[config.mk]
export PLATFORM = sky130hd
export DESIGN_NAME = button_event_arbiter
export DESIGN_NICKNAME = d
export VERILOG_FILES = /design/src/rtl/button_event_arbiter.sv
export SDC_FILE = /design/constraint.sdc
export NUM_CORES = 1
export LEC_CHECK = 0
export ABC_AREA = 1
export CORE_MARGIN = 1
export CORE_UTILIZATION = 47
export CTS_BUF_LIST = sky130_fd_sc_hd__clkbuf_8
export DETAILED_ROUTE_END_ITERATION = 7
export PLACE_DENSITY = 0.69
export SLEW_MARGIN = 20
export SYNTH_ARGS = -nofsm -noshare
export SYNTH_HDL_FRONTEND = slang
export SYNTH_SLANG_ARGS = --single-unit
[constraint.sdc]
create_clock -name clk -period 2.7 [get_ports clk]
set_input_delay 0.27 -clock clk [delete_from_list [all_inputs] [get_ports clk]]
set_output_delay 0.27 -clock clk [all_outputs]
set_load 0.005 [all_outputs]
[src/rtl/button_event_arbiter.sv]
// Synchronizes, debounces and edge-detects NUM_BTN push-buttons, then serializes
// captured presses round-robin onto one valid/ready event channel.
module button_event_arbiter #(
    parameter int NUM_BTN         = 4,
    parameter int DEBOUNCE_CYCLES = 10000,
    parameter int ID_W            = $clog2(NUM_BTN)
) (
    input  logic               clk,
    input  logic               rst,
    input  logic [NUM_BTN-1:0] btn,
    output logic               evt_valid,
    output logic [ID_W-1:0]    evt_id,
    input  logic               evt_ready,
    output logic [NUM_BTN-1:0] pending,
    output logic [NUM_BTN-1:0] overrun,
    input  logic               ovr_clr
);

    localparam int CNT_W = $clog2(DEBOUNCE_CYCLES);
    localparam logic [CNT_W-1:0] CNT_LAST = CNT_W'(DEBOUNCE_CYCLES - 1);

    logic [NUM_BTN-1:0] sync_p0;
    logic [NUM_BTN-1:0] sync_p1;
    logic [NUM_BTN-1:0] db;
    logic [CNT_W-1:0]   cnt [NUM_BTN];
    logic [NUM_BTN-1:0] flip;
    logic [NUM_BTN-1:0] rise;

    logic               free;
    logic               found;
    logic [ID_W-1:0]    sel;
    logic [ID_W-1:0]    ptr;
    logic [NUM_BTN-1:0] grant;
    int                 idx;

    always_comb begin
        flip = '0;
        for (int i = 0; i < NUM_BTN; i++) begin
            flip[i] = (sync_p1[i] != db[i]) && (cnt[i] == CNT_LAST);
        end
        rise = flip & ~db;
    end

    // Synchronizer and debounce stage
    always_ff @(posedge clk) begin
        if (rst) begin
            sync_p0 <= '0;
            sync_p1 <= '0;
            db      <= '0;
            for (int i = 0; i < NUM_BTN; i++) begin
                cnt[i] <= '0;
            end
        end else begin
            sync_p0 <= btn;
            sync_p1 <= sync_p0;
            db      <= db ^ flip;
            for (int i = 0; i < NUM_BTN; i++) begin
                if ((sync_p1[i] == db[i]) || flip[i]) begin
                    cnt[i] <= '0;
                end else begin
                    cnt[i] <= cnt[i] + 1'b1;
                end
            end
        end
    end

    // Round-robin search starting at ptr, wrapping past the top index
    always_comb begin
        free  = !evt_valid || evt_ready;
        found = 1'b0;
        sel   = '0;
        grant = '0;
        idx   = 0;
        for (int k = 0; k < NUM_BTN; k++) begin
            idx = int'(ptr) + k;
            if (idx >= NUM_BTN) begin
                idx = idx - NUM_BTN;
            end
            if (!found && pending[ID_W'(idx)]) begin
                found = 1'b1;
                sel   = ID_W'(idx);
            end
        end
        if (free && found) begin
            grant[sel] = 1'b1;
        end
    end

    // Pending/overrun capture and output register stage
    always_ff @(posedge clk) begin
        if (rst) begin
            evt_valid <= 1'b0;
            evt_id    <= '0;
            ptr       <= '0;
            pending   <= '0;
            overrun   <= '0;
        end else begin
            if (free) begin
                if (found) begin
                    evt_valid <= 1'b1;
                    evt_id    <= sel;
                    if (int'(sel) == NUM_BTN - 1) begin
                        ptr <= '0;
                    end else begin
                        ptr <= sel + 1'b1;
                    end
                end else begin
                    evt_valid <= 1'b0;
                end
            end
            // A press landing on a bit being granted this cycle is kept, not an overrun
            pending <= (pending & ~grant) | rise;
            overrun <= (ovr_clr ? '0 : overrun) | (rise & pending & ~grant);
        end
    end

endmodule
[Yosys cells after proc, flatten, opt, wreduce, memory -nomap -nowiden]
Memory sizes are Yosys's and may differ from the RTL's.
Index checks and enable logic that the tools add are counted.
Cells by class
  div/mod/pow operators: 0
  eq/ne operators: 13
  bitwise gates (word level): 17
  multiply operators: 0
  add/subtract/negate cells: 12
  shift-type cells: 0
  muxes and demuxes: 64
  reduce and logical (&&, ||, !) cells: 19
  magnitude comparators: 10
Operators with widths (number)
  14-bit 2-to-1 mux: 8
  14-bit by 1-bit adder with 14-bit output (second input constant): 4
  14-bit equality test (second input constant): 4
  1-bit 2-to-1 mux: 40
  2-bit 2-to-1 mux: 9
  4-bit AND: 4
  2-bit by 4-bit less-than comparator with 1-bit output (second input constant): 4
  3-bit >= comparator (second input constant): 3
  1-bit logical AND: 9
  1-bit binary-select mux with 2-bit select: 4
  4-bit 2-to-1 mux: 2
  4-bit NOT: 2
  1-bit OR: 8
  4-bit OR: 2
  2-bit by 1-bit subtractor with 2-bit output (second input constant): 4
  2-bit by 2-bit adder with 3-bit output (second input constant): 2
  1-bit logical OR: 5
  1-bit equality test: 4
  1-bit zero test: 4
  1-bit != test: 4
  4-bit XOR: 1
  2-bit by 1-bit adder with 3-bit output (second input constant): 1
  2-bit by 3-bit >= comparator with 1-bit output (second input constant): 1
  2-bit by 3-bit less-than comparator with 1-bit output (second input constant): 1
  other kinds (5): 5
Storage, ports and cells
  bits of input ports: 8
  register bits after elaboration: 25
  word-level logic and storage cells: 144
  output and inout port bits: 11
  bits in latches: 0
  memory bits (writable): 56
  memory bits (read-only): 0
  memories kept: 1
Memories
  cnt: depth 4, width 14, read ports 4, clocked after Yosys merged registers in 0, wr ports 4, line 25  | logic [CNT_W-1:0] cnt [NUM_BTN];

[Logic depth before layout (Yosys ltp)]
  depth after elaboration: 23
  depth in mapped cells: 16

[Worst setup path before layout]
Ideal clock, no wire load.
  path kind: register to register
  start: register ptr[0]
  end: register ptr[1]
  setup slack: 1018 ps
  stages on the path, launching flop included: 13
  clock period less this slack: 1682 ps
  data required time: 2630 ps
  path buffers: 1
  setup time: 70 ps
  arrival: 1612 ps
  path through: dfxtp_1 buf_6 nand2_1 nand3_1 nand2_1 nor2_4 nand4_1 nand3_1 inv_1 ha_1 nand2_1 nand2_1 a21oi_1
On the way
  longest elaborated chain between the ends: 17
  elaborated cells between the ends (all ways): 45
  classes of those cells: add/sub: 8; order compare: 4; eq/ne: 1; mux: 25; reduce/logical: 7
RTL lines
  start: declaration: line 32  | logic [ID_W-1:0] ptr;
  start signal: assignment: line 105  | ptr <= sel + 1'b1;
  branches (longest 14 deep; another with 2-bit by 1-bit adder with 3-bit output)
  2-bit 2-to-1 mux *: line 79  | if (!found && pending[ID_W'(idx)]) begin
  named net sel[1]: line 31  | logic [ID_W-1:0] sel;
  2-bit by 1-bit adder with 2-bit output or 2-bit by 1-bit equality test with 1-bit output (tied branches): line 105, 102
  2-bit 2-to-1 mux *: line 102  | if (int'(sel) == NUM_BTN - 1) begin
Mark *: on every way through the listed nets, which the timed path passes. The select of a mux whose other input is x is not followed.
A chain may end at the register's enable or synchronous reset.

[Worst setup path after layout]
Same ends and word-level chain as after synthesis.

==> impl_metrics.ini <==
[status]
outcome = complete, no violations

[routing]
drtIter0Drc = 135
vias = 3406
firstDrtPassIters = 4
ant_nets = 0
viasPerCell = 4.672
drt-total-wl_mm = 7.598
drc_errors = 0
post_drt_wl_per_cell_um = 10.42

[final_layout]
nets = 632
area_growth_pct = 16.43
drive_gt1_share_pct = 5.636
diodes = 0
instances_no_fill = 729
mostFrequentLayoutCells = 122 x nand2_1, 76 x inv_1, 62 x nor2_1, 56 x edfxtp_1, 56 x conb_1
final_common_cell = nand2_1

[sta]
finClkSkew_ns = 0.008116
holdWs_ns = 0.4021
fmax_ghz = 0.4633
finalHoldViolCount = 0
relSlewSlack_pct = 32.24
finalMaxSlewViolations = 0
fin_crit_sh_pct = 79.94
final-setup-viol-count = 0
worst_pin_slew_ns = 1.012
setup_slack_ns = 0.5416
fin_crit_ns = 2.158
setup_tns_ns = 0
rsz0062_at_grt = no

[cts]
clockRootBuffer = clkbuf_8
cts_resized = 0
cts_setup_buffers = 0
clk_latency_ns = 0.34
clockBufferDepth = 2
cts_buffers = 9
cts_hold_buf = 0
cts_tree = built
clk_pin_slew_ns = 0.08
htreeDepth = 3
cts.sinks = 81

[worst_setup_path]
cp_slowest_cell = dfxtp_1
r2r_end = ptr[1]$_SDFFE_PP0P_
endpoint_kind = flip-flop
worstSetupEndpoint = ptr[1]$_SDFFE_PP0P_
path_common_cell = nand2_1
critPathLaunchType = flip-flop
critPathMaxStageDelay_ns = 0.55
arrival_ns = 2.43
cp_num_buf_inv = 2
crit_required_ns = 2.97
cp.depth = 13
rrSetupSlack_ns = 0.54
timing.rr.start = ptr[0]$_SDFFE_PP0P_
crit_start = ptr[0]$_SDFFE_PP0P_
crit_fanout = 11
path_cells = inv_2 > nand2_1 > nand2_1 > nand2_1 > nand2_1 > nor2_4 > nand3_1 > nand3_1 > inv_1 > ha_1 > nand2_1 > nand2_1 > a21oi_1
reg2reg_depth = 13
crit_family = simple AND/OR/NAND/NOR gates
path_class = reg -> reg

[yosys]
yosys_register_bits = 81
synth_xor_area_share_pct = 2.632
synth_compound_area_share_pct = 6.509
synth_fa_ha_area_share_pct = 2.314
yosys.area_share.simple_pct = 29.45
synth_mux_area_share_pct = 0
yosysSeqAreaShare_pct = 50.45
yosysUniqueCellTypes = 32
synth_area_sq_um = 4325
synth_top_family_by_area = simple AND/OR/NAND/NOR gates
syn_area_per_cell_sq_um = 8.055
yosysWarnings = 0
syn_inst = 537

[flow_run]
max-cap-violations = 0

[grt]
grt_pass1_vias = 3299
grt_pass1_wl_mm = 13.63
antenna_found_initial = 0
grt_overflow = 0
grt_start_max_net_pins = 23
track_usage_pct = 17.32

[place]
hpwl_mm = 5.869
place_ws_ns = 0.5630
placedCellCount = 713
port_buffers = 18
place_congestion = 0.8593

[die]
rows = 34
fp.dieH_um = 97.93
die_width_um = 97.93
die_area_sq_um = 9590
core-area_sq_um = 8806
pin_count = 19
start_util_pct = 49.12

[power_and_ir_drop]
p_per_area_nw_per_um2 = 514.7
finalPower_uw = 2592
peakVddDrop_uv = 383.0
leakage_uw = 0.002098

[worst_hold_path]
hp-class = reg -> reg
==> how the worst min path moves through the flow <==
stage	slack (ns)	endpoint	from	cells after the start
2_1_floorplan	0.34	ptr[0]$_SDFFE_PP0P_	rst	1
3_3_place_gp	0.39	sync_p1[3]$_SDFF_PP0_	sync_p0[3]$_SDFF_PP0_	2
3_5_place_dp	0.40	sync_p1[3]$_SDFF_PP0_	sync_p0[3]$_SDFF_PP0_	2
4_1_cts	0.41	sync_p1[3]$_SDFF_PP0_	sync_p0[3]$_SDFF_PP0_	2
5_1_grt	0.42	sync_p1[2]$_SDFF_PP0_	sync_p0[2]$_SDFF_PP0_	2
6_report	0.40	sync_p1[2]$_SDFF_PP0_	sync_p0[2]$_SDFF_PP0_	2
==> flip-flops by register name, indices dropped and copies added, names as in the netlist, named ones only <==
name       count
pending        4
ptr            2
sync_p0        4
overrun        4
evt_id         2
cnt           56
evt_valid      1
sync_p1        4
==> logic make-up (layout without fill, tap and decap cells) <==
logic type / Yosys count / after routing
simple gates: 285 / 285
buf+inv: 95 / 124
flops: 81 / 81
compound gates: 54 / 54
xor+xnor: 13 / 13
fa+ha+maj: 8 / 8
other cells: 1 / 56
==> per-stage QoR <==
stage,util (%),cell area (sq um)
finish,57.19,5036
detailed placement,54.72,4818
global placement,54.72,4818
floorplan,-,4532
global route,57.19,5036
CTS,57.19,5036
==> power breakdown <==
| part | switching, uW | internal, uW | leakage [uW] |
|---|---|---|---|
| Clock | 443 | 521 | 0.000107 |
| Sequential | 41.6 | 1380 | 0.000781 |
| Combinational | 130 | 77.5 | 0.00121 |
==> worst register-to-register path: stages (launching register included) <==
cell,delay [ns]
dfxtp_1,0.55
inv_2,0.15
nand2_1,0.09
nand2_1,0.09
nand2_1,0.08
nand2_1,0.10
nor2_4,0.14
nand3_1,0.09
nand3_1,0.18
inv_1,0.10
ha_1,0.31
nand2_1,0.07
nand2_1,0.04
a21oi_1,0.11
==> cell usage after synthesis <==
cell | instances | area (sq um)
nand2_1 | 122 | 457.9
inv_1 | 76 | 285.3
nor2_1 | 62 | 232.7
edfxtp_1 | 56 | 1682
nand3_1 | 37 | 185.2
a21oi_1 | 35 | 175.2
nor3_1 | 28 | 140.1
dfxtp_1 | 25 | 500.5
xor2_1 | 13 | 113.9
inv_2 | 12 | 45.04
nand4_1 | 11 | 68.82
nor3b_1 | 9 | 67.56
ha_1 | 8 | 100.1
nor4_1 | 7 | 43.79
o21ai_0 | 7 | 35.03
o21ai_1 | 6 | 30.03
a31oi_1 | 3 | 18.77
buf_2 | 2 | 10.01
clkbuf_1 | 2 | 7.510
nor2_2 | 2 | 12.51
o21bai_1 | 2 | 15.01
or2_0 | 2 | 12.51
buf_4 | 1 | 7.510
buf_6 | 1 | 11.26
clkinv_1 | 1 | 3.750
conb_1 | 1 | 3.750
nand2_2 | 1 | 6.260
nand2_4 | 1 | 11.26
nand3_4 | 1 | 17.52
nor2_4 | 1 | 11.26
o211ai_1 | 1 | 7.510
or2_2 | 1 | 6.260
==> routing by layer <==
layer	vias up	GRT usage, %	share of wire, %
li1	1862	-	-
met1	1514	22.08	49
met2	28	30.01	49
met3	2	3.651	1.8
met4	0	4.196	0.41
met5	-	0	0
==> layout make-up <==
cell class,instances,area [sq um]
clock buffers,9,123.9
clock inverters,7,93.84
fillers,826,3770
inverters,89,334.1
multi-input cells,416,1979
flip-flops and latches,81,2182
well taps,108,135.1
repair buffers,19,187.7
Note: power is estimated with default switching activity, not from simulation.
